[config.mk]
export PLATFORM = sky130hd
export DESIGN_NAME = clock_switch_sequencer
export DESIGN_NICKNAME = d
export VERILOG_FILES = /design/src/rtl/clock_switch_sequencer.sv
export SDC_FILE = /design/constraint.sdc
export NUM_CORES = 1
export LEC_CHECK = 0
export CAP_MARGIN = 15
export CORE_MARGIN = 3
export CORE_UTILIZATION = 45
export DETAILED_ROUTE_END_ITERATION = 12
export PLACE_DENSITY = 0.8
export SLEW_MARGIN = 30
export SYNTH_ARGS = -nofsm -noshare
export SYNTH_HDL_FRONTEND = slang
export SYNTH_SLANG_ARGS = --single-unit
[constraint.sdc]
create_clock -name clock -period 1.8 [get_ports clock]
set_input_delay 0.18 -clock clock [delete_from_list [all_inputs] [get_ports clock]]
set_output_delay 0.18 -clock clock [all_outputs]
set_load 0.02 [all_outputs]
[src/rtl/clock_switch_sequencer.sv]
// -----------------------------------------------------------------------------
// clock_switch_sequencer
//
// Sequences glitch-free switching of a clock-source mux and the clock gate that
// follows it. Every change runs gate-off -> select -> settle -> gate-on, so the
// mux select only moves while the downstream gate is closed.
//
// Ports:
//   clock       always-on reference clock, all logic on its rising edge
//   reset       synchronous, active-low reset
//   req_valid   request present
//   req_ready   block is idle and out of reset, request can be accepted
//   req_sel     requested source
//   req_enable  1 = run on req_sel, 0 = stop the output clock
//   mux_sel     registered clock mux select
//   gate_en     registered clock gate enable
//   busy        a sequence is in progress
//   done        one-cycle pulse when a request completes
//   err         one-cycle pulse when an out-of-range run request is accepted
// -----------------------------------------------------------------------------
module clock_switch_sequencer #(
    parameter int NUM_CLOCKS    = 4,
    parameter int SEL_W         = $clog2(NUM_CLOCKS),
    parameter int OFF_CYCLES    = 4,
    parameter int SETTLE_CYCLES = 2,
    parameter int ON_CYCLES     = 4,
    parameter int RESET_SEL     = 0
) (
    input  logic             clock,
    input  logic             reset,
    input  logic             req_valid,
    output logic             req_ready,
    input  logic [SEL_W-1:0] req_sel,
    input  logic             req_enable,
    output logic [SEL_W-1:0] mux_sel,
    output logic             gate_en,
    output logic             busy,
    output logic             done,
    output logic             err
);

    localparam int MAX_AB  = (OFF_CYCLES > SETTLE_CYCLES) ? OFF_CYCLES : SETTLE_CYCLES;
    localparam int MAX_CYC = (MAX_AB > ON_CYCLES) ? MAX_AB : ON_CYCLES;
    localparam int CNT_W   = $clog2(MAX_CYC + 1);
    localparam int SELX_W  = SEL_W + 1;

    // The counter is loaded with dwell-1 so that expiry (count == 0) lands on
    // exactly the dwell-th edge after entering the state.
    localparam logic [CNT_W-1:0]  OFF_LOAD    = CNT_W'(OFF_CYCLES - 1);
    localparam logic [CNT_W-1:0]  SETTLE_LOAD = CNT_W'(SETTLE_CYCLES - 1);
    localparam logic [CNT_W-1:0]  ON_LOAD     = CNT_W'(ON_CYCLES - 1);
    localparam logic [CNT_W-1:0]  CNT_ZERO    = {CNT_W{1'b0}};
    localparam logic [CNT_W-1:0]  CNT_ONE     = CNT_W'(1);
    localparam logic [SELX_W-1:0] NUM_X       = SELX_W'(NUM_CLOCKS);
    localparam logic [SEL_W-1:0]  RST_SEL     = SEL_W'(RESET_SEL);

    localparam logic [1:0] ST_IDLE     = 2'd0;
    localparam logic [1:0] ST_GATE_OFF = 2'd1;
    localparam logic [1:0] ST_SWITCH   = 2'd2;
    localparam logic [1:0] ST_GATE_ON  = 2'd3;

    logic [1:0]       state_q,   state_d;
    logic [CNT_W-1:0] cnt_q,     cnt_d;
    logic [SEL_W-1:0] tgt_sel_q, tgt_sel_d;
    logic             tgt_en_q,  tgt_en_d;
    logic [SEL_W-1:0] mux_sel_q, mux_sel_d;
    logic             gate_en_q, gate_en_d;
    logic             done_q,    done_d;
    logic             err_q,     err_d;
    logic             accept_s;
    logic             bad_sel_s;

    assign req_ready = (state_q == ST_IDLE) && reset;
    assign accept_s  = req_valid && req_ready;
    assign bad_sel_s = ({1'b0, req_sel} >= NUM_X);
    assign mux_sel   = mux_sel_q;
    assign gate_en   = gate_en_q;
    assign busy      = (state_q != ST_IDLE);
    assign done      = done_q;
    assign err       = err_q;

    // Next-state logic for the switch sequence.
    always_comb begin
        state_d   = state_q;
        cnt_d     = cnt_q;
        tgt_sel_d = tgt_sel_q;
        tgt_en_d  = tgt_en_q;
        mux_sel_d = mux_sel_q;
        gate_en_d = gate_en_q;
        done_d    = 1'b0;
        err_d     = 1'b0;
        case (state_q)
            ST_IDLE: begin
                if (accept_s) begin
                    tgt_sel_d = req_sel;
                    tgt_en_d  = req_enable;
                    if (req_enable) begin
                        if (bad_sel_s) begin
                            err_d = 1'b1;
                        end else if (gate_en_q && (req_sel == mux_sel_q)) begin
                            done_d = 1'b1;
                        end else if (gate_en_q) begin
                            gate_en_d = 1'b0;
                            state_d   = ST_GATE_OFF;
                            cnt_d     = OFF_LOAD;
                        end else begin
                            // Output already stopped: no gate-off dwell needed.
                            mux_sel_d = req_sel;
                            state_d   = ST_SWITCH;
                            cnt_d     = SETTLE_LOAD;
                        end
                    end else begin
                        if (gate_en_q) begin
                            gate_en_d = 1'b0;
                            state_d   = ST_GATE_OFF;
                            cnt_d     = OFF_LOAD;
                        end else begin
                            done_d = 1'b1;
                        end
                    end
                end else begin
                    state_d = ST_IDLE;
                end
            end
            ST_GATE_OFF: begin
                if (cnt_q == CNT_ZERO) begin
                    if (tgt_en_q) begin
                        mux_sel_d = tgt_sel_q;
                        state_d   = ST_SWITCH;
                        cnt_d     = SETTLE_LOAD;
                    end else begin
                        // Stop request: finish with the gate closed, select untouched.
                        state_d = ST_IDLE;
                        done_d  = 1'b1;
                    end
                end else begin
                    cnt_d = cnt_q - CNT_ONE;
                end
            end
            ST_SWITCH: begin
                if (cnt_q == CNT_ZERO) begin
                    gate_en_d = 1'b1;
                    state_d   = ST_GATE_ON;
                    cnt_d     = ON_LOAD;
                end else begin
                    cnt_d = cnt_q - CNT_ONE;
                end
            end
            ST_GATE_ON: begin
                if (cnt_q == CNT_ZERO) begin
                    state_d = ST_IDLE;
                    done_d  = 1'b1;
                end else begin
                    cnt_d = cnt_q - CNT_ONE;
                end
            end
            default: begin
                // Unreachable encoding: recover to idle with the gate closed.
                state_d   = ST_IDLE;
                cnt_d     = CNT_ZERO;
                gate_en_d = 1'b0;
            end
        endcase
    end

    // State registers with synchronous active-low reset.
    always_ff @(posedge clock) begin
        if (!reset) begin
            state_q   <= ST_IDLE;
            cnt_q     <= CNT_ZERO;
            tgt_sel_q <= RST_SEL;
            tgt_en_q  <= 1'b0;
            mux_sel_q <= RST_SEL;
            gate_en_q <= 1'b0;
            done_q    <= 1'b0;
            err_q     <= 1'b0;
        end else begin
            state_q   <= state_d;
            cnt_q     <= cnt_d;
            tgt_sel_q <= tgt_sel_d;
            tgt_en_q  <= tgt_en_d;
            mux_sel_q <= mux_sel_d;
            gate_en_q <= gate_en_d;
            done_q    <= done_d;
            err_q     <= err_d;
        end
    end

endmodule

; ---- After elaboration in Yosys (flattened, before gate mapping)
; Cells that the tools add are included.
[op_classes]
add_sub_neg = 1
n_eq_ne = 18
muxes = 40
n_reduce_logical = 13
[op_table]
columns = op, n
row1 = two-way mux 2 bit, 16
row2 = two-way mux 3 bit, 8
row3 = "inequality test 2 bit, second input constant", 9
row4 = one-hot mux 3 bit (4 select lines), 1
row5 = two-way mux 1 bit, 11
row6 = AND reduction 5 bit, 2
row7 = "inequality test 3 bit, second input constant", 3
row8 = "inequality test 4 bit, second input constant", 2
row9 = one-hot mux 2 bit (4 select lines), 1
row10 = AND reduction 7 bit, 1
row11 = nonzero test 2 bit, 3
row12 = "equality test 2 bit, second input constant", 2
row13 = one-hot mux 2 bit (2 select lines), 1
row14 = AND reduction 4 bit, 1
row15 = logical AND 1 bit, 3
row16 = zero test 3 bit, 1
row17 = one-hot mux 1 bit (3 select lines), 1
row18 = "subtractor 3 x 1 -> 3 bit, second input constant", 1
row19 = "equality test 2 x 1 -> 1 bit, second input constant", 1
row20 = equality test 2 bit, 1
row21 = zero test 2 bit, 1
row22 = one-hot mux 1 bit (2 select lines), 1
row23 = AND reduction 2 bit, 1
[totals]
regBits = 12
inputBits = 6
elab_cells = 79

; ---- Logic depth before layout (Yosys ltp)
; Gate-level depths: netlist of the first run.
[depth]
ltp_word = 6
ltp_mapped = 6

; ---- Worst setup path after synthesis of the first run
; No wires, ideal clock.
[synth_path]
path_kind = reg2reg
start = register cnt_q[0]
end = register cnt_q[1]
setup_ps = 72
t_arrival_ps = 1286
t_required_ps = 1728
path_slack_ps = 442
path_stages_with_launch = 7
path_buffers = 0
synth_period_minus_slack_ps = 1358
path_cell_list = dfxtp_1 > inv_1 > ha_1 > nor2b_1 > and3_1 > a211oi_2 > mux2i_1
[synth_between]
elab_chain_cells = 3
word_cells_on_any_way = 9
classes_between = add/sub (1) / eq/ne (2) / mux (4) / reduce/logical (2)
[synth_lines]
columns = item, line_no
row1 = from (decl), 63  ; logic [CNT_W-1:0] cnt_q, cnt_d;
row2 = from (signal assigned), 179  ; cnt_q <= cnt_d;
row3 = subtractor 3 x 1 -> 3 bit / zero test 3 bit (equally long branches), -
row4 = "two-way mux 3 bit, or another cell as far along", 150  ; if (cnt_q == CNT_ZERO) begin
row5 = one-hot mux 3 bit (4 select lines) / AND reduction 5 bit (equally long branches), -
; Several ways; a longest one is shown, not always the timed one. The select of a mux whose other input is x is not followed.
; A chain may end at the register's enable or synchronous reset.

; ---- Worst setup path in the final report of the first run
[layout_path]
start = register state_q[0]
end = output busy
[layout_between]
elab_chain_cells = 1
[layout_lines]
columns = item, line_no
row1 = from (decl), 62  ; logic [1:0] state_q, state_d;
row2 = from (signal assigned), 178  ; state_q <= state_d;
row3 = nonzero test 2 bit, 78  ; assign busy = (state_q != ST_IDLE);
row4 = to (decl), 37  ; output logic busy,
; No other way between the ends.

==> results.yml, run 1 <==
cts:
  clkLatencyLatePin_ps: 270
  cts_sinks: 12
  cts_htree_levels: 1
  tritoncts.num_buffers: 3
  post-cts-setup-buffers: 0
  ctsLongestPathBuffers: 2
  post_cts_hold_buffer_count: 0
  tritoncts_clock_tree: "done"
  clk_pin_slew_ps: 80
  cts_root_buffer: "clkbuf_4"
worst_setup_path:
  timing.reg2reg.worst_path_depth: 6
  worst-setup-path-type: "reg -> out"
  regToRegStartpoint: "cnt_q[0]"
  worstPathMaxFanout: 8
  cp_cell_sequence: "nor2_4, inv_2, clkdlybuf4s50_1"
  critPathArrivalTime_ps: 1460
  timing.critical_path.required_ps: 1620
  critical_path.top_delay_family: "buffers and inverters"
  max_stage_delay_ps: 540
  worst_r2r_dst: "cnt_q[1]"
  register_to_register_path_setup_slack_ps: 260
  critPathCaptureType: "primary output"
  critical_path_buf_inv_count: 2
  crit_path_top_delay_cell: "clkdlybuf4s50_1"
  crit_path_start_kind: "flip-flop"
floorplan:
  initial_utilization_pct: 50.50
  floorplan.die.height_um: 45.39
  core_region_area_sq_um: 1383
  floorplan.die.width_um: 45.39
  row_count: 13
  ios: 13
  floorplan.die_area_sq_um: 2060
yosys:
  synth.area.mux_share_pct: 5.735
  synth_compound_area_share_pct: 22.22
  post_synth_xor_area_fraction_pct: 2.509
  postSynthAreaPerCell_sq_um: 8.619
  synth-warning-count: 0
  area_share_of_fa_ha_maj_cells_after_synthesis_pct: 3.584
  syn-cell-area_sq_um: 698.2
  dominant_combinational_cell_family_by_area_after_synthesis: "simple AND/OR/NAND/NOR gates"
  synthesis.instances: 81
  synth.ff_latch_count: 12
  syn_nets: 89
  synth_simple_gate_area_share_pct: 24.73
  synth_seq_area_share_pct: 34.41
  ys_types: 39
min_path:
  min_delay_worst_endpoint: "tgt_sel_q[1]"
  whs_path_depth: 2
  worst_hold_path_type: "reg -> reg"
  min-delay-start: "tgt_sel_q[1]"
sta:
  final.setup_skew_ps: 3.205
  drv_slew: 0
  finalSetupTns_ps: 0
  achievable-frequency_mhz: 609.1
  setup_viol: 0
  report.final.hold_viol_count: 0
  period_needed_ps: 1642
  finalCritPeriodShare_pct: 91.21
  layout_setup_ws_ps: 158.2
  grt_setup_unrepaired: "no"
power:
  peakVddDrop_mv: 0.6673
  fin_total_pwr_mw: 1.179
  total_leakage_power_nw: 0.3441
  powerDensity_nw_per_um2: 1361
place:
  gp_routability_congestion: 0.8040
  dp_worst_setup_slack_ps: 122.9
  io_buffers: 11
  dpl.hpwl_um: 1232
global_routing:
  antenna_found_initial: 0
  grt_use_total_pct: 18.43
  grt_max_degree: 10
  grt_pass1_vias: 641
  globalRoute.totalOverflow: 0
  grt_first_pass_wirelength_um: 2766
layout:
  number_of_antenna_cells_inserted: 0
  fillCellCount: 128
  post_route_cells_drive_above_1_share_pct: 14.58
  final_net_count: 105
  areaGrowthSynthToFinish_pct: 24.01
run:
  reported_max_cap_violation_count: 0
route:
  antenna_left: 0
  vias: 656
  vias_per_cell: 5.910
  drt_first_pass_iters: 4
  drc: 0
  dr.first_iter.drc_count: 19
  drt_wl_total_um: 1579
  wl_per_instance_um: 14.23
outcome:
  status: "completed"
worst min-delay path, cell delays in order (launching register included):
cell and delay (ps):
dfxtp_1 320, nand2_1 50, o21ai_1 50
cell families (layout without fill, tap and decap cells):
kind of cell               Yosys count  in the layout
other                                1              1
AOI/OAI and AO/OA                   21             21
buffers and inverters                8             23
and+or+nand+nor                     31             31
adders and majority gates            2              2
xor gates and xnor gates             2              2
DFF                                 12             12
muxes                                4              4
flip-flops by register name, summed over array words and instances (netlist names):
name / count
gate_en: 1
mux_sel: 2
tgt_en_q: 1
cnt_q: 3
tgt_sel_q: 2
state_q: 2
done: 1
synthesized netlist by cell type, drive strengths merged:
cell | count | area share (%)
and4 | 1 | 1.3
or2 | 1 | 0.90
nand4 | 1 | 0.90
o211ai | 1 | 1.1
and3 | 2 | 1.8
nand2b | 2 | 1.8
a21oi | 2 | 1.4
a21boi | 1 | 1.1
buf | 4 | 4.1
o21a | 1 | 1.1
mux2i | 4 | 5.7
a31oi | 2 | 1.8
conb | 1 | 0.54
nor2 | 8 | 5.4
nand3 | 2 | 1.4
nand2 | 6 | 3.2
a21o | 1 | 1.1
nor2b | 3 | 2.7
inv | 4 | 2.1
dfxtp | 12 | 34
a221oi | 1 | 1.3
o21ai | 3 | 2.1
a32o | 1 | 1.6
a32oi | 1 | 1.3
and4bb | 1 | 1.8
a211oi | 5 | 6.1
a22oi | 1 | 1.1
nor3 | 2 | 1.4
o221ai | 1 | 1.3
xnor2 | 2 | 2.5
ha | 2 | 3.6
and2b | 1 | 1.1
nor3b | 1 | 1.1
area by class of cell:
type                    count  area, sq um  share of cell area (%)
multi-input cells          61        414.1                   47.83
well taps                  15        18.77                   2.168
repair buffers             15        138.9                   16.04
clock buffers               4        36.28                   4.191
flip-flops and latches     12        242.7                   28.03
inverters                   4        15.01                   1.734
how the worst max path moves through the flow:
stage               slack (ps)         to       start  cells after the start
CTS                         40       busy  state_q[1]                      3
global route                90       busy  state_q[0]                      3
detailed placement         120   cnt_q[1]  req_sel[1]                      5
global placement           140  req_ready       reset                      4
floorplan                  440   cnt_q[1]    cnt_q[0]                      6
finish                     160       busy  state_q[0]                      3
power by group:
group          leakage [nW]  switching [mW]  internal, mW
Combinational         0.224           0.303         0.250
Clock                0.0210          0.0951         0.123
Sequential           0.0992          0.0725         0.335
routing by layer:
metal | vias up | part of all wire, % | track usage, % | wire length, um
li1 | 323 | - | - | -
met5 | - | 0 | 0 | 0
met4 | 0 | 1.6 | 5.263 | 26
met1 | 299 | 40 | 20.77 | 637
met3 | 5 | 5.8 | 5.138 | 92
met2 | 29 | 52 | 33.15 | 823
per-stage QoR:
step           hold slack, ps  instance area [sq um]  util (%)  cells
6_report                454.4                  865.8     62.62    111
3_3_place_gp            438.7                  828.3     59.91    107
2_1_floorplan           294.6                  698.2         -     81
3_5_place_dp            445.7                  828.3     59.91    107
5_1_grt                 483.7                  865.8     62.62    111
4_1_cts                 457.8                  863.3     62.44    111
layout by cell type (no fill, tap or decap), drive strengths merged, types with 3 or more instances in the layout:
cell type / instances
buf: 4
clkbuf: 4
nand2: 6
mux2i: 4
dfxtp: 12
clkdlybuf4s50: 10
nor2: 8
a211oi: 5
o21ai: 3
inv: 4
nor2b: 3
repair_timing:
| item | CTS | global route |
|---|---|---|
| setup endpoints to repair | 1 | 1 |
| gates resized for setup | 1 | 2 |
| pin swaps | 0 | 0 |
No activity file was read; power rests on OpenSTA's default activity.
==> run 2: changes to the inputs <==
--- a/config.mk
+++ b/config.mk
@@ -9,7 +9,7 @@
 export CORE_MARGIN = 3
 export CORE_UTILIZATION = 45
 export DETAILED_ROUTE_END_ITERATION = 12
-export PLACE_DENSITY = 0.8
+export PLACE_DENSITY = 0.7
 export SLEW_MARGIN = 30
 export SYNTH_ARGS = -nofsm -noshare
 export SYNTH_HDL_FRONTEND = slang
==> run 2 against run 1 <==
  * Cell area rose by 1.2%
  * Cell count rose by 0.90%
  * Total power rose by 3.9%
  * Non-clock buffer count rose by 1
  * Via count fell by 1.2%
  * Worst hold slack did not move
  * Highest routed layer unchanged
==> results.yml, run 2 (synthesized netlist as in run 1, its figures left out) <==
outcome:
  status: "completed"
global_routing:
  globalRoute.totalOverflow: 0
  antenna_found_initial: 0
  grt_max_degree: 10
  grt_use_total_pct: 18.77
  grt_pass1_vias: 612
  grt_first_pass_wirelength_um: 2773
cts:
  cts_htree_levels: 1
  cts_root_buffer: "clkbuf_4"
  post_cts_hold_buffer_count: 0
  cts_sinks: 12
  ctsLongestPathBuffers: 2
  tritoncts.num_buffers: 3
  clkLatencyLatePin_ps: 280
  tritoncts_clock_tree: "done"
  clk_pin_slew_ps: 80
route:
  dr.first_iter.drc_count: 10
  wl_per_instance_um: 14.13
  vias_per_cell: 5.786
  drc: 0
  drt_wl_total_um: 1582
  vias: 648
  antenna_left: 0
  drt_first_pass_iters: 4
layout:
  largest_register_ff_count: 3
  layout_commonest_cell: "dfxtp_1"
  areaGrowthSynthToFinish_pct: 25.45
  number_of_antenna_cells_inserted: 0
  most-common-layout-cells: "dfxtp_1, clkdlybuf4s50_1, nor2_1"
  final_net_count: 106
  largest_register: "cnt_q"
  utilization_pct: 63.35
  post_route_cells_drive_above_1_share_pct: 14.43
floorplan:
  floorplan.die.width_um: 45.39
  floorplan.die.height_um: 45.39
  floorplan.die_area_sq_um: 2060
  ios: 13
  core_region_area_sq_um: 1383
  initial_utilization_pct: 50.50
  row_count: 13
place:
  gp_routability_congestion: 0.8248
  dp_worst_setup_slack_ps: 88.90
  dpl.hpwl_um: 1210
  io_buffers: 11
sta:
  final.setup_skew_ps: 2.808
  hold_slack_ps: 454.4
  finalCritPeriodShare_pct: 91.03
  setup_viol: 0
  report.final.hold_viol_count: 0
  grt_setup_unrepaired: "no"
  layout_setup_ws_ps: 161.4
  period_needed_ps: 1639
  finalSetupTns_ps: 0
  achievable-frequency_mhz: 610.3
  drv_slew: 0
worst_setup_path:
  critPathCaptureType: "primary output"
  register_to_register_path_setup_slack_ps: 270
  worst-setup-path-type: "reg -> out"
  worstPathMaxFanout: 9
  critPathArrivalTime_ps: 1460
  crit_path_start_kind: "flip-flop"
  timing.critical_path.required_ps: 1620
power:
  peakVddDrop_mv: 0.7512
  powerDensity_nw_per_um2: 1399
  fin_total_pwr_mw: 1.225
  total_leakage_power_nw: 0.3582
min_path:
  worst_hold_path_type: "reg -> reg"
run:
  reported_max_cap_violation_count: 0
run 2: cell count changes in the layout (fill, tap and decap cells not counted):
cell	previous run	this run
dlygate4sd2_1	1	0
buf_4	4	5
dfxtp_2	2	1
dlymetal6s2s_1	0	1
dfxtp_1	10	11
run 2: cell type report:
type,instances,area [sq um]
timing repair buffer,16,150.1
fill,129,506.7
inverter,4,15.01
sequential,12,241.5
tap,15,18.77
clock buffer,4,36.28
multi-input combinational,61,414.1
run 2: final timing paths:
kind | from | endpoint | depth (start not counted)
worst min-delay path | tgt_sel_q[1] | tgt_sel_q[1] | 2
worst max register to register | cnt_q[0] | cnt_q[1] | 6
worst max-delay path | state_q[1] | busy | 3
worst min register to register | tgt_sel_q[1] | tgt_sel_q[1] | 2
run 2: metal layers:
| metal | track usage, % | share of wire [%] | up-vias |
|---|---|---|---|
| met4 | 7.018 | 1.3 | 0 |
| met1 | 22.52 | 45 | 308 |
| met2 | 30.92 | 50 | 12 |
| li1 | - | - | 323 |
| met5 | 0 | 0 | - |
| met3 | 5.929 | 4.0 | 5 |
run 2: repair_timing:
action / CTS / global route
pin swaps: 1 / 0
buffers inserted: 1 / 0
cloned: 0 / 0
resized for setup: 0 / 2
setup endpoints to repair: 1 / 2
run 2: metrics by stage:
stage	area, sq um	cells
finish	875.8	112
global route	875.8	112
CTS	872.1	112
detailed placement	828.3	107
global placement	828.3	107
floorplan	698.2	81
run 2: critical path: stages, from the launching register on:
cell             delay (ps)
dfxtp_2                 430
nor2_4                   70
inv_2                    80
clkdlybuf4s50_1         600
run 2: power by group:
group	leakage, nW	switching [mW]	internal [mW]
registers	0.0988	0.0653	0.334
clock network	0.0210	0.0995	0.123
logic	0.238	0.330	0.274
==> run 3: changes to the inputs <==
--- a/config.mk
+++ b/config.mk
@@ -5,7 +5,7 @@
 export SDC_FILE = /design/constraint.sdc
 export NUM_CORES = 1
 export LEC_CHECK = 0
-export CAP_MARGIN = 15
+export CAP_MARGIN = 10
 export CORE_MARGIN = 3
 export CORE_UTILIZATION = 45
 export DETAILED_ROUTE_END_ITERATION = 12
==> results of run 3 <==
No change in the layout: final DEF, timing and power equal those of run 2.
